--- src/rtl/lcd_bus_arbiter_pkg.sv ---
// lcd_pkg: shared types, default timing and command codes for the
// character-LCD bus arbiter.
//   lcd_state_e  - arbiter FSM state encoding
//   DEF_T_*      - default cycle counts for setup / EN pulse / post-write waits
//   LCD_CMD_*    - HD44780 command codes that need the long execution wait
//   is_slow_cmd  - 1 when a byte is clear or return-home (0x01..0x03, rs=0)
package lcd_pkg;

  typedef enum logic [1:0] {
    ST_IDLE  = 2'd0,
    ST_SETUP = 2'd1,
    ST_PULSE = 2'd2,
    ST_HOLD  = 2'd3
  } lcd_state_e;

  localparam int DEF_T_SETUP = 2;
  localparam int DEF_T_EN    = 16;
  localparam int DEF_T_CMD   = 2500;
  localparam int DEF_T_SLOW  = 90000;

  localparam logic [7:0] LCD_CMD_CLEAR = 8'h01;
  localparam logic [7:0] LCD_CMD_HOME  = 8'h02;

  // Return-home ignores bit 0, so 0x02 and 0x03 are both slow.
  function automatic logic is_slow_cmd(input logic rs, input logic [7:0] data);
    return !rs && ((data == LCD_CMD_CLEAR) || (data[7:1] == LCD_CMD_HOME[7:1]));
  endfunction

endpackage

--- src/rtl/lcd_bus_arbiter_if.sv ---
// lcd_bus_arbiter_if: requester handshakes plus LCD pin bundle.
//   req{0,1}_valid/rs/data : requester -> arbiter byte offer
//   req{0,1}_ready/done    : arbiter -> requester accept / completion pulse
//   busy, LCD_DATA/RS/EN/RW: arbiter status and LCD pins
// modport master = requester/pin side, modport slave = arbiter side.
interface lcd_bus_arbiter_if;
  logic       req0_valid, req0_rs, req0_ready, req0_done;
  logic [7:0] req0_data;
  logic       req1_valid, req1_rs, req1_ready, req1_done;
  logic [7:0] req1_data;
  logic       busy;
  logic [7:0] LCD_DATA;
  logic       LCD_RS, LCD_EN, LCD_RW;

  modport master (
    output req0_valid, req0_rs, req0_data, req1_valid, req1_rs, req1_data,
    input  req0_ready, req0_done, req1_ready, req1_done,
    input  busy, LCD_DATA, LCD_RS, LCD_EN, LCD_RW
  );

  modport slave (
    input  req0_valid, req0_rs, req0_data, req1_valid, req1_rs, req1_data,
    output req0_ready, req0_done, req1_ready, req1_done,
    output busy, LCD_DATA, LCD_RS, LCD_EN, LCD_RW
  );
endinterface

--- src/rtl/lcd_bus_arbiter_rr_grant.sv ---
// lcd_rr_grant: two-way grant selection.
//   i_valid      - requester valids [1:0]
//   i_last_grant - index granted last time
//   o_grant      - index to grant now
// Build option: LCD_ARB_FIXED_PRIO_EN makes requester 0 win every tie.
module lcd_rr_grant (
  input  logic [1:0] i_valid,
  input  logic       i_last_grant,
  output logic       o_grant
);
`ifdef LCD_ARB_FIXED_PRIO_EN
  logic w_unused_last;
  assign w_unused_last = i_last_grant;
  assign o_grant       = i_valid[1] & ~i_valid[0];
`else
  // Tie (or nobody asking): alternate away from the previous owner.
  assign o_grant = (i_valid[0] == i_valid[1]) ? ~i_last_grant : i_valid[1];
`endif
endmodule

--- src/rtl/lcd_bus_arbiter.sv ---
// lcd_bus_arbiter: shares one HD44780 bus between two byte requesters.
//   clk, rst - system clock, synchronous active-high reset
//   bus      - lcd_bus_arbiter_if.slave (handshakes, busy, LCD pins)
// Per accepted byte: T_SETUP cycles of data/RS setup, T_EN cycles EN high,
// then T_CMD (or T_SLOW for clear/home) cycles of execution wait; the owner
// gets a done pulse on the last wait cycle.
// Build option: LCD_ARB_FIXED_PRIO_EN (see lcd_rr_grant).
module lcd_bus_arbiter
  import lcd_pkg::*;
#(
  parameter int T_SETUP = DEF_T_SETUP,
  parameter int T_EN    = DEF_T_EN,
  parameter int T_CMD   = DEF_T_CMD,
  parameter int T_SLOW  = DEF_T_SLOW
) (
  input logic             clk,
  input logic             rst,
  lcd_bus_arbiter_if.slave bus
);
  localparam int T_MAX0 = (T_SLOW > T_CMD) ? T_SLOW : T_CMD;
  localparam int T_MAX1 = (T_EN > T_SETUP) ? T_EN : T_SETUP;
  localparam int T_MAX  = (T_MAX0 > T_MAX1) ? T_MAX0 : T_MAX1;
  localparam int TW     = $clog2(T_MAX + 1);

  localparam logic [TW-1:0] L_SETUP = TW'(T_SETUP);
  localparam logic [TW-1:0] L_EN    = TW'(T_EN);
  localparam logic [TW-1:0] L_CMD   = TW'(T_CMD);
  localparam logic [TW-1:0] L_SLOW  = TW'(T_SLOW);
  localparam logic [TW-1:0] L_ONE   = TW'(1);
  localparam logic [TW-1:0] L_TWO   = TW'(2);

  lcd_state_e    r_state;
  logic [TW-1:0] r_timer;
  logic          r_last_grant, r_owner;
  logic [7:0]    r_data;
  logic          r_rs, r_en, r_done0, r_done1;
  logic          w_grant, w_idle, w_acc;
  logic [TW-1:0] w_tw;

  lcd_rr_grant u_grant (
    .i_valid      ({bus.req1_valid, bus.req0_valid}),
    .i_last_grant (r_last_grant),
    .o_grant      (w_grant)
  );

  assign w_idle         = (r_state == ST_IDLE);
  assign w_acc          = w_idle && (w_grant ? bus.req1_valid : bus.req0_valid);
  // Latched byte lives in the LCD output registers, so Tw derives from them.
  assign w_tw           = is_slow_cmd(r_rs, r_data) ? L_SLOW : L_CMD;

  assign bus.req0_ready = w_idle && !w_grant;
  assign bus.req1_ready = w_idle &&  w_grant;
  assign bus.req0_done  = r_done0;
  assign bus.req1_done  = r_done1;
  assign bus.busy       = !w_idle;
  assign bus.LCD_DATA   = r_data;
  assign bus.LCD_RS     = r_rs;
  assign bus.LCD_EN     = r_en;
  assign bus.LCD_RW     = 1'b0;

  always_ff @(posedge clk) begin
    if (rst) begin
      r_state      <= ST_IDLE;
      r_timer      <= '0;
      r_last_grant <= 1'b1;
      r_owner      <= 1'b0;
      r_data       <= 8'h00;
      r_rs         <= 1'b0;
      r_en         <= 1'b0;
      r_done0      <= 1'b0;
      r_done1      <= 1'b0;
    end else begin
      r_done0 <= 1'b0;
      r_done1 <= 1'b0;
      unique case (r_state)
        ST_IDLE: if (w_acc) begin
          r_owner      <= w_grant;
          r_last_grant <= w_grant;
          r_data       <= w_grant ? bus.req1_data : bus.req0_data;
          r_rs         <= w_grant ? bus.req1_rs   : bus.req0_rs;
          r_timer      <= L_SETUP;
          r_state      <= ST_SETUP;
        end
        ST_SETUP: if (r_timer == L_ONE) begin
          r_en    <= 1'b1;
          r_timer <= L_EN;
          r_state <= ST_PULSE;
        end else r_timer <= r_timer - L_ONE;
        ST_PULSE: if (r_timer == L_ONE) begin
          r_en    <= 1'b0;
          r_timer <= w_tw;
          r_state <= ST_HOLD;
          // One-cycle hold: the first HOLD cycle is already the last.
          if (w_tw == L_ONE) begin
            r_done0 <= !r_owner;
            r_done1 <=  r_owner;
          end
        end else r_timer <= r_timer - L_ONE;
        ST_HOLD: begin
          // Done is registered, so raise it one count early.
          if (r_timer == L_TWO) begin
            r_done0 <= !r_owner;
            r_done1 <=  r_owner;
          end
          if (r_timer == L_ONE) begin
            r_timer <= '0;
            r_state <= ST_IDLE;
          end else r_timer <= r_timer - L_ONE;
        end
        default: r_state <= ST_IDLE;
      endcase
    end
  end
endmodule

--- src/flat_wrapper.sv ---
// flat-port wrapper written by rule: the top's interface ports become plain ports
module lcd_bus_arbiter_flat import lcd_pkg::*;
#(
  parameter int T_SETUP = DEF_T_SETUP,
  parameter int T_EN    = DEF_T_EN,
  parameter int T_CMD   = DEF_T_CMD,
  parameter int T_SLOW  = DEF_T_SLOW
)
  (clk, rst, bus_req0_valid, bus_req0_rs, bus_req0_data, bus_req1_valid, bus_req1_rs, bus_req1_data, bus_req0_ready, bus_req0_done, bus_req1_ready, bus_req1_done, bus_busy, bus_LCD_DATA, bus_LCD_RS, bus_LCD_EN, bus_LCD_RW);
  lcd_bus_arbiter_if bus_i ();
  input logic clk;
  input logic rst;
  input wire logic [$bits(bus_i.req0_valid)-1:0] bus_req0_valid;
  input wire logic [$bits(bus_i.req0_rs)-1:0] bus_req0_rs;
  input wire logic [$bits(bus_i.req0_data)-1:0] bus_req0_data;
  input wire logic [$bits(bus_i.req1_valid)-1:0] bus_req1_valid;
  input wire logic [$bits(bus_i.req1_rs)-1:0] bus_req1_rs;
  input wire logic [$bits(bus_i.req1_data)-1:0] bus_req1_data;
  output wire logic [$bits(bus_i.req0_ready)-1:0] bus_req0_ready;
  output wire logic [$bits(bus_i.req0_done)-1:0] bus_req0_done;
  output wire logic [$bits(bus_i.req1_ready)-1:0] bus_req1_ready;
  output wire logic [$bits(bus_i.req1_done)-1:0] bus_req1_done;
  output wire logic [$bits(bus_i.busy)-1:0] bus_busy;
  output wire logic [$bits(bus_i.LCD_DATA)-1:0] bus_LCD_DATA;
  output wire logic [$bits(bus_i.LCD_RS)-1:0] bus_LCD_RS;
  output wire logic [$bits(bus_i.LCD_EN)-1:0] bus_LCD_EN;
  output wire logic [$bits(bus_i.LCD_RW)-1:0] bus_LCD_RW;
  assign bus_i.req0_valid = bus_req0_valid;
  assign bus_i.req0_rs = bus_req0_rs;
  assign bus_i.req0_data = bus_req0_data;
  assign bus_i.req1_valid = bus_req1_valid;
  assign bus_i.req1_rs = bus_req1_rs;
  assign bus_i.req1_data = bus_req1_data;
  assign bus_req0_ready = bus_i.req0_ready;
  assign bus_req0_done = bus_i.req0_done;
  assign bus_req1_ready = bus_i.req1_ready;
  assign bus_req1_done = bus_i.req1_done;
  assign bus_busy = bus_i.busy;
  assign bus_LCD_DATA = bus_i.LCD_DATA;
  assign bus_LCD_RS = bus_i.LCD_RS;
  assign bus_LCD_EN = bus_i.LCD_EN;
  assign bus_LCD_RW = bus_i.LCD_RW;
  lcd_bus_arbiter #(.T_SETUP(T_SETUP), .T_EN(T_EN), .T_CMD(T_CMD), .T_SLOW(T_SLOW)) u_core (.clk(clk), .rst(rst), .bus(bus_i));
endmodule
--- config.mk ---
export PLATFORM = sky130hd
export DESIGN_NAME = lcd_bus_arbiter_flat
export DESIGN_NICKNAME = d
export VERILOG_FILES = /design/src/rtl/lcd_bus_arbiter_pkg.sv /design/src/rtl/lcd_bus_arbiter_if.sv /design/src/rtl/lcd_bus_arbiter_rr_grant.sv /design/src/rtl/lcd_bus_arbiter.sv /design/src/flat_wrapper.sv
export SDC_FILE = /design/constraint.sdc
export NUM_CORES = 1
export LEC_CHECK = 0
export CAP_MARGIN = 20
export CORE_MARGIN = 2
export CORE_UTILIZATION = 52
export DETAILED_ROUTE_END_ITERATION = 6
export PLACE_DENSITY = 0.8
export SYNTH_ARGS = -nofsm -noshare
export SYNTH_HDL_FRONTEND = slang
export SYNTH_SLANG_ARGS = --single-unit
--- constraint.sdc ---
create_clock -name clk -period 3.6 [get_ports clk]
set_input_delay 1.08 -clock clk [delete_from_list [all_inputs] [get_ports clk]]
set_output_delay 1.08 -clock clk [all_outputs]
set_load 0.02 [all_outputs]
==> results.txt <==
For this configuration, the core starts out at a cell density of 54.17%. In this run the vertical extent of the chip is 65.76 um. Summing the sequential cell areas from Yosys gives 33.31% of the chip area. After clock tree synthesis, the clock-pin slew on the worst setup and hold paths is 0.07 ns. Setup violations remaining at the end of the flow were counted as 0. After floorplanning, the core was sized to cover 0.003661 mm^2. After layout, the minimum clock period comes to 3.498 ns. Across the run, the number of max-cap violations was 0. In the layout the commonest cells are 34 x clkdlybuf4s50_1, 33 x dfxtp_1, 30 x nor2_1. For the worst setup path, the data arrival time is 2.42 ns. STA classifies the critical path startpoint as a primary input.

In this run the post-CTS setup repair buffer count came out at 0. The global routing usage summed across all routing layers was 25.08%; the count of endpoints failing hold in the final timing report was 0. The run gives 268 as the net count of the mapped netlist. The tree is rooted in a clkbuf_8. The logs give 1,949 for the total number of vias and 15.8% for the relative contribution of the clock network to total power. The number of hold buffers added after CTS was 0. Once routing completed, OpenROAD measured the worst setup slack at 0.1016 ns. For this design, the sink count on the clock tree is 33.

At the pin with the least slew margin, the transition time is 0.7294 ns. The tools report the synthesis warning total as 0. The floorplan has 22 rows.

Leakage component of the power: 0.9741 nW. 0 antenna diodes ended up in the layout. The clock arrives with 0.003530 ns of skew.

The worst setup path is captured at a primary output. The dominant synthesized flop cell is dfxtp_1. The tools report the number of nets in the finished design as 300. In this run the most critical hold path is launched from u_core.r_owner$_SDFFE_PP0P_. Combinational logic is responsible for 58.5% of the overall power. The number of global-route vias before repair is 1,776. The type of the worst min-delay path is reg2reg. Leaving out fill and tap cells, the most frequent cell in the layout is clkdlybuf4s50_1. The power density over the cells was 936.8 mW/mm^2. Cell depth of the worst hold path: 1.

The mapped netlist covers 0.001983 mm^2. The tools report the critical path launch point as bus_req1_valid. The number of synthesized flops with an enable pin is 0. No sink is reached through more buffers than the 2 on the longest clock path.

The die covers 0.004324 mm^2. After global routing the overflow that remains totals 0. The share of layout cells above drive strength 1 came out at 9.225%.

The path depth of the worst reg2reg path was 7. The tools report the maximum number of pins on one net before global-route repair as 33. The run finished with clean final reports. The detail route stage leaves a number of antenna-violating nets equal to 0.

In this run the tightest slew margin relative to its limit is 51.01%. Dividing the synthesized area by the synthesized cell count gives 8.333 um^2. The wire length per cell came out at 15.28 um. Per report_power, the sequential group accounts for 25.7% of the total. The total CTS buffers was 5; the design internal power was 0.001252 W. Relative area change from synthesis to final layout: 24.42%.

The synthesized flop and latch total is 33, and the number of distinct library cells after synthesis is 51. Of all nets on the critical path, the largest fanout is 3. The width of the chip works out to 65.76 um. The critical path in this run is classified as in2out. The tools report the first-pass GRT wire length as 8259 um. IR analysis of the VDD net gives a maximum drop of 0.5444 mV. In this run switching power makes up 45.82% of total power. The power dissipated by switching net loads was 0.001059 W; the worst setup slack before clock tree synthesis was -0.3330 ns. The DRC violation count after routing is 0, and the number of cells produced by synthesis is 238. First-pass detailed-route iteration total: 5. The final max-slew violation count is 0. Summed over all layers, the routed wires come to 4873 um. The number of antenna violations at the first check in global routing is 0.

TritonCTS built the clock tree. In this run the critical register-to-register path is launched from u_core.r_timer[1]$_SDFFE_PP0N_. In this run the register-to-register setup slack is 1.08 ns. In the finished design, the share of the clock period the worst path needs comes to 97.18%. The clock latency on the worst-skew pair came out at 0.29 ns. The placed wire-length estimate after detailed placement is 3490 um. Overall power consumption after layout is estimated at 0.002311 W. The count of port buffers added during placement is 36, and the fmax is 285.8 MHz. The count of routing violations after the opening detailed-route iteration came out at 178. The required time at the endpoint of the critical path was 2.52 ns. Setup repair after global routing left no endpoint under its margin.

Counting flops with an async set or reset pin after synthesis yields a share of 0%. The clock tree synthesis step divided the H-tree into 2 levels. The vias per cell was 6.110; the I/O pin count was 38. Routability-driven placement finished with a final weighted congestion of 0.8990.
==> per-stage QoR <==
stage,instance area (um^2),hold slack [ns],setup TNS [ns],util (%),instances
2_1_floorplan,1983,0.4127,0,-,238
3_3_place_gp,2357,0.4337,-0.5195,64.39,311
3_5_place_dp,2357,0.4410,-0.5568,64.39,311
4_1_cts,2474,0.4461,0,67.57,319
5_1_grt,2467,0.4576,0,67.40,319
6_report,2467,0.4421,0,67.40,319
==> synth_stat cells (3+ instances only) <==
cell type	n	share of area, %
nor3_1	12	3.0
o41ai_1	3	1.3
ha_1	8	5.0
inv_1	8	1.5
a211oi_1	11	4.2
or3_1	3	0.95
nor2_1	30	5.7
buf_6	3	1.7
nand4_1	4	1.3
o31ai_1	3	1.1
dfxtp_1	33	33
or4_4	3	1.7
nand2_1	17	3.2
a311oi_1	3	1.3
mux2i_1	12	6.1
clkbuf_1	10	1.9
and2_1	3	0.95
o21ai_0	6	1.5
a31oi_1	4	1.3
a21oi_1	10	2.5
nand3_1	4	1.0
nor4_1	6	1.9
==> timing repair <==
item | in CTS | in global routing
endpoints found under the setup margin | 2 | 2
pin swaps | 0 | 0
resized for setup | 4 | 4
endpoints found under the hold margin | 0 | 0
==> power by group through the flow <==
stage | Combinational, W | Clock [W] | Sequential (W)
2_1_floorplan | 0.000944 | 0 | 0.000605
6_report | 0.00135 | 0.000365 | 0.000595
5_1_grt | 0.00149 | 0.000386 | 0.000611
3_5_place_dp | 0.00133 | 0 | 0.000598
4_1_cts | 0.00134 | 0.000375 | 0.000592
3_3_place_gp | 0.00132 | 0 | 0.000595
==> worst max-delay path: stages <==
cell and delay [ns]:
clkdlybuf4s50_1 0.49, inv_1 0.05, ha_1 0.31, nor2_1 0.13, a21oi_2 0.06, and2_1 0.15, buf_2 0.15
==> final timing paths <==
| check | to |
|---|---|
| setup / recovery | bus_req0_ready |
| hold / removal | u_core.bus.req0_done$_SDFF_PP0_ |
| setup reg to reg | u_core.r_timer[9]$_SDFFE_PP0N_ |
| hold reg to reg | u_core.bus.req0_done$_SDFF_PP0_ |
==> sequential cells by signal, indices dropped and copies added (netlist names) <==
name and flops:
u_core.bus.LCD_RS 1, u_core.r_owner 1, u_core.bus.req1_done 1, u_core.bus.LCD_EN 1
u_core.r_timer 17, u_core.bus.req0_done 1, u_core.bus.LCD_DATA 8, u_core.r_last_grant 1
u_core.r_state 2
==> routing by layer <==
metal | wire (um) | part of all wire (%) | vias up | global-route usage [%]
met3 | 484 | 9.9 | 8 | 7.534
met5 | 0 | 0 | - | 0
li1 | - | - | 965 | -
met1 | 1997 | 41 | 892 | 30.05
met4 | 82 | 1.7 | 0 | 11.20
met2 | 2309 | 47 | 84 | 41.16
==> cell type report <==
class | count | area [um^2]
Inverter | 8 | 30.03
Clock inverter | 1 | 30.03
Multi-Input combinational cell | 179 | 1197
Fill cell | 312 | 1194
Clock buffer | 7 | 86.33
Timing Repair Buffer | 43 | 402.9
Tap cell | 48 | 60.06
Sequential cell | 33 | 660.6
==> logic make-up after synthesis <==
| logic type | Yosys count | share of synthesized area (%) |
|---|---|---|
| AO/OA/AOI/OAI | 63 | 22.84 |
| multiplexers | 12 | 6.057 |
| AND/OR/NAND/NOR | 95 | 26.06 |
| buffers and inverters | 26 | 6.498 |
| adder cells (fa/ha/maj) | 8 | 5.048 |
| other | 1 | 0.1891 |
| flip-flops | 33 | 33.31 |
Power figures use the tool's default switching activity.
